[src/rtl/ram_5x32_arbiter_if.sv]
`default_nettype none
// ============================================================================
// Module   : ram_5x32_arbiter_if
// Brief    : Requester A/B command ports plus RAM macro pins for the arbiter.
// Revision : 1.0 - initial release
// ============================================================================
interface ram_5x32_arbiter_if #(
  parameter int ADDRESS_WIDTH = 5,
  parameter int DATA_WIDTH    = 32
);
  logic                     a_valid_i;
  logic                     a_ready_o;
  logic                     a_we_i;
  logic [ADDRESS_WIDTH-1:0] a_address_i;
  logic [DATA_WIDTH-1:0]    a_data_i;
  logic [DATA_WIDTH-1:0]    a_rdata_o;
  logic                     a_rvalid_o;

  logic                     b_valid_i;
  logic                     b_ready_o;
  logic                     b_we_i;
  logic [ADDRESS_WIDTH-1:0] b_address_i;
  logic [DATA_WIDTH-1:0]    b_data_i;
  logic [DATA_WIDTH-1:0]    b_rdata_o;
  logic                     b_rvalid_o;

  logic [ADDRESS_WIDTH-1:0] ram_address_o;
  logic [DATA_WIDTH-1:0]    ram_data_o;
  logic                     ram_we_o;
  logic [DATA_WIDTH-1:0]    ram_data_i;

  // Arbiter side
  modport slave (
    input  a_valid_i, a_we_i, a_address_i, a_data_i,
    output a_ready_o, a_rdata_o, a_rvalid_o,
    input  b_valid_i, b_we_i, b_address_i, b_data_i,
    output b_ready_o, b_rdata_o, b_rvalid_o,
    output ram_address_o, ram_data_o, ram_we_o,
    input  ram_data_i
  );

  // Requesters and RAM side
  modport master (
    output a_valid_i, a_we_i, a_address_i, a_data_i,
    input  a_ready_o, a_rdata_o, a_rvalid_o,
    output b_valid_i, b_we_i, b_address_i, b_data_i,
    input  b_ready_o, b_rdata_o, b_rvalid_o,
    input  ram_address_o, ram_data_o, ram_we_o,
    output ram_data_i
  );
endinterface
`default_nettype wire

[src/rtl/ram_5x32_arbiter.sv]
`default_nettype none
// ============================================================================
// Module   : ram_5x32_arbiter
// Brief    : Two-requester arbiter/sequencer for the single-port ram_5x32.
//            Define ARB_ROUND_ROBIN_EN for round-robin ties (else A priority).
// Revision : 1.0 - initial release
// ============================================================================
module ram_5x32_arbiter #(
  parameter int ADDRESS_WIDTH = 5,
  parameter int DATA_WIDTH    = 32
) (
  input  wire logic clk_i,
  input  wire logic rst_i,
  ram_5x32_arbiter_if.slave bus
);

  typedef enum logic [1:0] {
    IDLE   = 2'd0,
    ACCESS = 2'd1,
    RESP   = 2'd2
  } state_t;

  state_t                   state;
  state_t                   state_next;

  logic                     lat_we;
  logic                     lat_port;       // 0 = A, 1 = B
  logic [ADDRESS_WIDTH-1:0] lat_address;
  logic [DATA_WIDTH-1:0]    lat_data;

  logic                     a_rvalid;
  logic                     b_rvalid;
  logic [DATA_WIDTH-1:0]    a_rdata;
  logic [DATA_WIDTH-1:0]    b_rdata;

  logic                     grant_a;
  logic                     grant_b;
  logic                     accept;
  logic                     a_ready;
  logic                     b_ready;
  logic                     ram_we;

`ifdef ARB_ROUND_ROBIN_EN
  logic last_b;

  // Reset state "B granted last" lets A win the first tie.
  always_ff @(posedge clk_i or posedge rst_i) begin
    if (rst_i) begin
      last_b <= 1'b1;
    end else if (accept) begin
      last_b <= grant_b;
    end
  end

  assign grant_a = bus.a_valid_i & (~bus.b_valid_i | last_b);
`else
  assign grant_a = bus.a_valid_i;
`endif

  assign grant_b = bus.b_valid_i & ~grant_a;
  assign accept  = (state == IDLE) & (grant_a | grant_b);

  always_ff @(posedge clk_i or posedge rst_i) begin
    if (rst_i) begin
      state <= IDLE;
    end else begin
      state <= state_next;
    end
  end

  always_comb begin
    state_next = state;
    a_ready    = 1'b0;
    b_ready    = 1'b0;
    ram_we     = 1'b0;
    case (state)
      IDLE: begin
        a_ready = grant_a & ~rst_i;
        b_ready = grant_b & ~rst_i;
        if (grant_a | grant_b) begin
          state_next = ACCESS;
        end
      end
      ACCESS: begin
        ram_we     = lat_we;
        state_next = lat_we ? IDLE : RESP;
      end
      RESP: begin
        state_next = IDLE;
      end
      default: begin
        state_next = IDLE;
      end
    endcase
  end

  always_ff @(posedge clk_i or posedge rst_i) begin
    if (rst_i) begin
      lat_we      <= 1'b0;
      lat_port    <= 1'b0;
      lat_address <= '0;
      lat_data    <= '0;
    end else if (accept) begin
      lat_we      <= grant_b ? bus.b_we_i      : bus.a_we_i;
      lat_port    <= grant_b;
      lat_address <= grant_b ? bus.b_address_i : bus.a_address_i;
      lat_data    <= grant_b ? bus.b_data_i    : bus.a_data_i;
    end
  end

  // RAM output is valid during RESP; capture it for the owning port only.
  always_ff @(posedge clk_i or posedge rst_i) begin
    if (rst_i) begin
      a_rvalid <= 1'b0;
      b_rvalid <= 1'b0;
      a_rdata  <= '0;
      b_rdata  <= '0;
    end else begin
      a_rvalid <= (state == RESP) & ~lat_port;
      b_rvalid <= (state == RESP) &  lat_port;
      if ((state == RESP) && !lat_port) begin
        a_rdata <= bus.ram_data_i;
      end
      if ((state == RESP) && lat_port) begin
        b_rdata <= bus.ram_data_i;
      end
    end
  end

  assign bus.a_ready_o     = a_ready;
  assign bus.b_ready_o     = b_ready;
  assign bus.a_rvalid_o    = a_rvalid;
  assign bus.b_rvalid_o    = b_rvalid;
  assign bus.a_rdata_o     = a_rdata;
  assign bus.b_rdata_o     = b_rdata;
  assign bus.ram_we_o      = ram_we;
  assign bus.ram_address_o = lat_address;
  assign bus.ram_data_o    = lat_data;

endmodule
`default_nettype wire

[src/flat_wrapper.sv]
// flat-port wrapper written by rule: the top's interface ports become plain ports
module ram_5x32_arbiter_flat 
#(
  parameter int ADDRESS_WIDTH = 5,
  parameter int DATA_WIDTH    = 32
)
  (clk_i, rst_i, bus_a_valid_i, bus_a_we_i, bus_a_address_i, bus_a_data_i, bus_a_ready_o, bus_a_rdata_o, bus_a_rvalid_o, bus_b_valid_i, bus_b_we_i, bus_b_address_i, bus_b_data_i, bus_b_ready_o, bus_b_rdata_o, bus_b_rvalid_o, bus_ram_address_o, bus_ram_data_o, bus_ram_we_o, bus_ram_data_i);
  ram_5x32_arbiter_if #(.ADDRESS_WIDTH(ADDRESS_WIDTH), .DATA_WIDTH(DATA_WIDTH)) bus_i ();
  input  wire logic clk_i;
  input  wire logic rst_i;
  input wire logic [$bits(bus_i.a_valid_i)-1:0] bus_a_valid_i;
  input wire logic [$bits(bus_i.a_we_i)-1:0] bus_a_we_i;
  input wire logic [$bits(bus_i.a_address_i)-1:0] bus_a_address_i;
  input wire logic [$bits(bus_i.a_data_i)-1:0] bus_a_data_i;
  output wire logic [$bits(bus_i.a_ready_o)-1:0] bus_a_ready_o;
  output wire logic [$bits(bus_i.a_rdata_o)-1:0] bus_a_rdata_o;
  output wire logic [$bits(bus_i.a_rvalid_o)-1:0] bus_a_rvalid_o;
  input wire logic [$bits(bus_i.b_valid_i)-1:0] bus_b_valid_i;
  input wire logic [$bits(bus_i.b_we_i)-1:0] bus_b_we_i;
  input wire logic [$bits(bus_i.b_address_i)-1:0] bus_b_address_i;
  input wire logic [$bits(bus_i.b_data_i)-1:0] bus_b_data_i;
  output wire logic [$bits(bus_i.b_ready_o)-1:0] bus_b_ready_o;
  output wire logic [$bits(bus_i.b_rdata_o)-1:0] bus_b_rdata_o;
  output wire logic [$bits(bus_i.b_rvalid_o)-1:0] bus_b_rvalid_o;
  output wire logic [$bits(bus_i.ram_address_o)-1:0] bus_ram_address_o;
  output wire logic [$bits(bus_i.ram_data_o)-1:0] bus_ram_data_o;
  output wire logic [$bits(bus_i.ram_we_o)-1:0] bus_ram_we_o;
  input wire logic [$bits(bus_i.ram_data_i)-1:0] bus_ram_data_i;
  assign bus_i.a_valid_i = bus_a_valid_i;
  assign bus_i.a_we_i = bus_a_we_i;
  assign bus_i.a_address_i = bus_a_address_i;
  assign bus_i.a_data_i = bus_a_data_i;
  assign bus_a_ready_o = bus_i.a_ready_o;
  assign bus_a_rdata_o = bus_i.a_rdata_o;
  assign bus_a_rvalid_o = bus_i.a_rvalid_o;
  assign bus_i.b_valid_i = bus_b_valid_i;
  assign bus_i.b_we_i = bus_b_we_i;
  assign bus_i.b_address_i = bus_b_address_i;
  assign bus_i.b_data_i = bus_b_data_i;
  assign bus_b_ready_o = bus_i.b_ready_o;
  assign bus_b_rdata_o = bus_i.b_rdata_o;
  assign bus_b_rvalid_o = bus_i.b_rvalid_o;
  assign bus_ram_address_o = bus_i.ram_address_o;
  assign bus_ram_data_o = bus_i.ram_data_o;
  assign bus_ram_we_o = bus_i.ram_we_o;
  assign bus_i.ram_data_i = bus_ram_data_i;
  ram_5x32_arbiter #(.ADDRESS_WIDTH(ADDRESS_WIDTH), .DATA_WIDTH(DATA_WIDTH)) u_core (.clk_i(clk_i), .rst_i(rst_i), .bus(bus_i));
endmodule
[config.mk]
export PLATFORM = sky130hd
export DESIGN_NAME = ram_5x32_arbiter_flat
export DESIGN_NICKNAME = d
export VERILOG_FILES = /design/src/rtl/ram_5x32_arbiter_if.sv /design/src/rtl/ram_5x32_arbiter.sv /design/src/flat_wrapper.sv
export SDC_FILE = /design/constraint.sdc
export NUM_CORES = 1
export LEC_CHECK = 0
export ABC_AREA = 1
export CORE_UTILIZATION = 45
export DETAILED_ROUTE_END_ITERATION = 8
export PLACE_DENSITY = 0.93
export RECOVER_POWER = 50
export SLEW_MARGIN = 20
export SYNTH_ARGS = -nofsm -noshare
export SYNTH_HDL_FRONTEND = slang
export SYNTH_SLANG_ARGS = --single-unit
[constraint.sdc]
create_clock -name clk_i -period 7.7 [get_ports clk_i]
set_clock_uncertainty 0.05 [all_clocks]
set_input_delay 1.155 -clock clk_i [delete_from_list [all_inputs] [get_ports clk_i]]
set_output_delay 1.155 -clock clk_i [all_outputs]
set_load 0.05 [all_outputs]
### After elaboration in Yosys (flattened, before gate mapping)

Index checks and enable logic that the tools add are counted.

| cells by class | value |
|---|---|
| bitwise gates (word level) | 10 |
| multiplexer cells | 9 |
| equal/unequal tests | 3 |
| reduce and logical (&&, ||, !) cells | 4 |

Operator list:

| cell | number |
|---|---|
| 2-to-1 mux 32 bit | 1 |
| bitwise AND 1 bit | 6 |
| 2-to-1 mux 5 bit | 1 |
| 2-to-1 mux 1 bit | 4 |
| 2-to-1 mux 2 bit | 2 |
| one-hot mux 2 bit (2 select lines) | 1 |
| NOT 1 bit | 3 |
| == test 2 x 1 -> 1 bit, second input constant | 1 |
| == test 2 bit, second input constant | 1 |
| logical AND 1 bit | 2 |
| zero test 2 bit | 1 |
| inequality test 2 bit, second input constant | 1 |
| zero test 1 bit | 1 |
| bitwise OR 1 bit | 1 |

| word-level totals | value |
|---|---|
| logic and storage cells | 35 |
| output and inout bits | 106 |
| bits in registers | 107 |
| input bits | 112 |

### Depth between registers and ports, before layout

| depth | value |
|---|---|
| word-level depth | 5 |
| gate-level depth with buffers | 8 |
| gate-level depth less buffers | 6 |

### Worst setup path before layout

No wires, ideal clock.

| timing path | value |
|---|---|
| path kind | input to output |
| from | in bus_a_valid_i |
| to | out bus_a_ready_o |
| required time | 6495 ps |
| stages | 3 |
| arrival time | 2486 ps |
| path slack | 4009 ps |
| buffers on the path | 1 |
| path through | inv_2 clkbuf_1 nor3_1 |

| between the ends | value |
|---|---|
| word-level cells in the longest chain between the ends | 2 |

RTL lines:

| element | RTL line | RTL |
|---|---|---|
| start: declaration | flat_wrapper.sv:11 | `input wire logic [$bits(bus_i.a_valid_i)-1:0] bus_a_valid_i;` |
| bitwise AND 1 bit | ram_5x32_arbiter.sv:78 | `a_ready = grant_a & ~rst_i;` |
| 2-to-1 mux 1 bit | ram_5x32_arbiter.sv:76 | `case (state)` |
| end: declaration | flat_wrapper.sv:15 | `output wire logic [$bits(bus_i.a_ready_o)-1:0] bus_a_ready_o;` |

No other way between the ends.

### Final worst setup path

| timing path | value |
|---|---|
| from | in bus_a_valid_i |
| to | out bus_b_ready_o |

| between the ends | value |
|---|---|
| word-level cells in the longest chain between the ends | 4 |

RTL lines:

| element | RTL line | RTL |
|---|---|---|
| NOT 1 bit | ram_5x32_arbiter.sv:60 | `assign grant_b = bus.b_valid_i & ~grant_a;` |
| bitwise AND 1 bit | ram_5x32_arbiter.sv:60 |  |
| bitwise AND 1 bit | ram_5x32_arbiter.sv:79 | `b_ready = grant_b & ~rst_i;` |
| 2-to-1 mux 1 bit | ram_5x32_arbiter.sv:76 |  |
| end: declaration | flat_wrapper.sv:22 | `output wire logic [$bits(bus_i.b_ready_o)-1:0] bus_b_ready_o;` |

No other way between the ends.

==> reports/qor.csv <==
stage,metric,value,unit
run_status,outcome,"finished, violations left",
run_status,failing checks,"max-capacitance violations, max-slew violations",
clocking,worst skew pair latency,0.35,ns
synthesis,post-synthesis net count,663,
floorplan,initial core utilization,46.7,%
layout,Finished Layout Cells,891,
floorplan,# IOs,218,
critical_path,Crit-path slowest cell,clkdlybuf4s50_1,
synthesis,"Top FF cell, synth",dfrtp_1,
critical_path,crit path DAT,3.31,ns
clocking,cts hold-fix bufs,0,
sta,Fin Hold WS,0.413,ns
floorplan,Core Box Area,10400,um2
sta,Slew HR,-62.7,%
power_and_ir_drop,VDD IR-drop max,0.253,mV
sta,"Hold Vio Cnt, Final",0,
global_route,gr usage total,21.4,%
power_and_ir_drop,Leak Pwr,3.51,nW
global_route,vias in the first global route,4175,
critical_path,"Cell Chain, Critical Path",clkdlybuf4s50_1 > inv_2 > nand3_1 > nor2_1 > clkdlybuf4s50_1,
detailed_routing,total wire length,11800,um
place,HPWL Detailed,8830,um
clocking,Num Clock Sinks,107,
synthesis,synthesized cell area,4860,um2
synthesis,register area share after synthesis,55.1,%
synthesis,number of flops mapped to enable cells by yosys,0,
synthesis,top-area cell type share of the netlist area,55.1,%
synthesis,Synth Instances,551,
place,# placed instances,875,
sta,Final min period,4.51,ns
floorplan,Chip Width,106,um
critical_path,worst setup path class,in2out,
sta,Fin Setup TNS,0,ns
critical_path,Crit Path Max Fanout,41,
place,# port buffers,217,
sta,Tightest Pin Transition,2.44,ns
synthesis,Synth Warn #,0,
synthesis,Yosys reg bits,107,
critical_path,Buf/Inv on CP,3,
clocking,Num CTS Buffers,9,
floorplan,die area,11200,um2
layout,post-layout util,67.1,%
clocking,H-Tree Depth,3,
critical_path,"most used cell, CP",clkdlybuf4s50_1,
layout,layout cells sized above 1,4.90,%
clocking,setup bufs post-CTS,0,
place,RD Place Congestion,0.817,
flow_run,Max Cap Viol,3,
clocking,CTS tree,done,
clocking,clk buf depth,2,
layout,P&R area growth vs syn,43.8,%
synthesis,"Avg Cell Area, Syn",8.82,um2
sta,f_max,0.222,GHz
detailed_routing,vias,4313,
layout,# diodes,0,
critical_path,CP Data Required Time,6.49,ns
critical_path,Max stage delay on crit path,0.82,ns
detailed_routing,drc violations,0,
sta,RSZ-0062 raised after global routing,false,
global_route,initial antenna violation count,0,
floorplan,Die Ht,106,um
global_route,first-pass GRT wire length,19100,um
global_route,grt ovf,0,
floorplan,num rows,37,
layout,fin nets,862,
synthesis,top post-synthesis cells by count,"245 x nand2_1, 107 x dfrtp_1, 42 x o21ai_2",
layout,fin area,6990,um2
detailed_routing,DRT antenna net count,0,
detailed_routing,initial DRC count,233,
synthesis,"count leader, synth",nand2_1,
synthesis,library cells used by synthesis,19,
clocking,clk slew on worst S/H paths,0.09,ns
clocking,post-CTS sizing,0,
detailed_routing,DRT Pass-1 Iters,5,
synthesis,Yosys top cell by area,dfrtp_1,
critical_path,crit path launch type,primary input,
sta,Tcrit/Tclk final,58.6,%
clocking,clk root buf,clkbuf_8,
detailed_routing,Via density,4.84,
place,Placement Cell Area,6940,um2
global_route,largest net degree at the start of global routing,66,
synthesis,Async SR Flop Fraction,100,%
critical_path,Crit. End Element,output pin,
detailed_routing,Avg WL per Cell,13.3,um
power_and_ir_drop,pwr/cell area,469,nW/um2
sta,fin. max-slew vios,177,
synthesis,Synth area leaders,"dfrtp_1 55%, nand2_1 19%, o21ai_2 7.6%",
critical_path,crit-path leading delay family,buffers and inverters,
hold_path,type of the worst min-delay path,reg2reg,
sta,# setup viols final,0,
==> report_power, final <==
part / internal [W] / switching (W) / leakage (nW)
registers: 0.000834 / 0.000151 / 1.32
logic: 0.000584 / 0.00135 / 2.08
clock network: 0.000176 / 0.000179 / 0.108
==> worst register-to-register path, stage by stage (launching register included) <==
cell	delay, ns
dfrtp_1	0.39
inv_1	0.11
nand3_2	0.07
clkbuf_1	1.73
o21ai_0	0.31
==> per-layer routing <==
metal	share of wire [%]	GRT usage [%]
met5	0	0
met4	2.8	9.92
met2	49	36.8
met3	7.6	4.48
met1	41	25.8
==> worst paths after layout <==
kind | slack, ns | to | cells past startpoint | from
setup / recovery | 3.19 | bus_b_ready_o | 5 | bus_a_valid_i
hold / removal | 0.41 | u_core.state[1] | 1 | u_core.lat_we
setup reg to reg | 4.82 | u_core.bus.b_rdata_o[0] | 4 | u_core.state[0]
hold reg to reg | 0.41 | u_core.state[1] | 1 | u_core.lat_we
max in group asynchronous | 4.33 | u_core.bus.ram_address_o[1] | 3 | rst_i
min in group asynchronous | 1.77 | u_core.lat_we | 2 | rst_i
==> final cells by class <==
cell class	count	area, um2
Tap cell	136	170
Inverter	39	148
Timing Repair Buffer	223	2210
Multi-Input combinational cell	370	1570
Sequential cell	107	2680
Clock buffer	12	165
Clock inverter	4	47.5
Fill cell	833	3430
==> sequential cells by signal (all words and copies together), names as in the netlist <==
signal / count
u_core.bus.a_rdata_o: 32
u_core.bus.b_rdata_o: 32
u_core.bus.ram_data_o: 32
u_core.bus.ram_address_o: 5
u_core.state: 2
u_core.bus.a_rvalid_o: 1
u_core.bus.b_rvalid_o: 1
u_core.lat_port: 1
u_core.lat_we: 1
==> through the flow <==
step	power, W	setup slack, ns
after floorplan	0.00238	3.68
after global placement	0.00301	3.31
after detailed placement	0.00307	3.23
after CTS	0.00343	3.21
after global routing	0.00344	3.08
final	0.00328	3.19
==> cell usage in the layout, fill, tap and decap left out, drive strengths merged <==
cell           count
and3               1
buf                4
bufinv             1
clkbuf            14
clkdlybuf4s50    167
clkinv             2
clkinvlp           2
dfrtp            107
dlygate4sd3       50
inv               38
nand2            256
nand3             41
nor2               4
nor3               2
o21ai             66
==> cell families after synthesis <==
kind of cell	Yosys count	synth area share, %
buf+inv	74	9.35
flops	107	55.1
compound gates	66	10.0
simple gates	304	25.5
No activity file was read; power rests on OpenSTA's default activity.
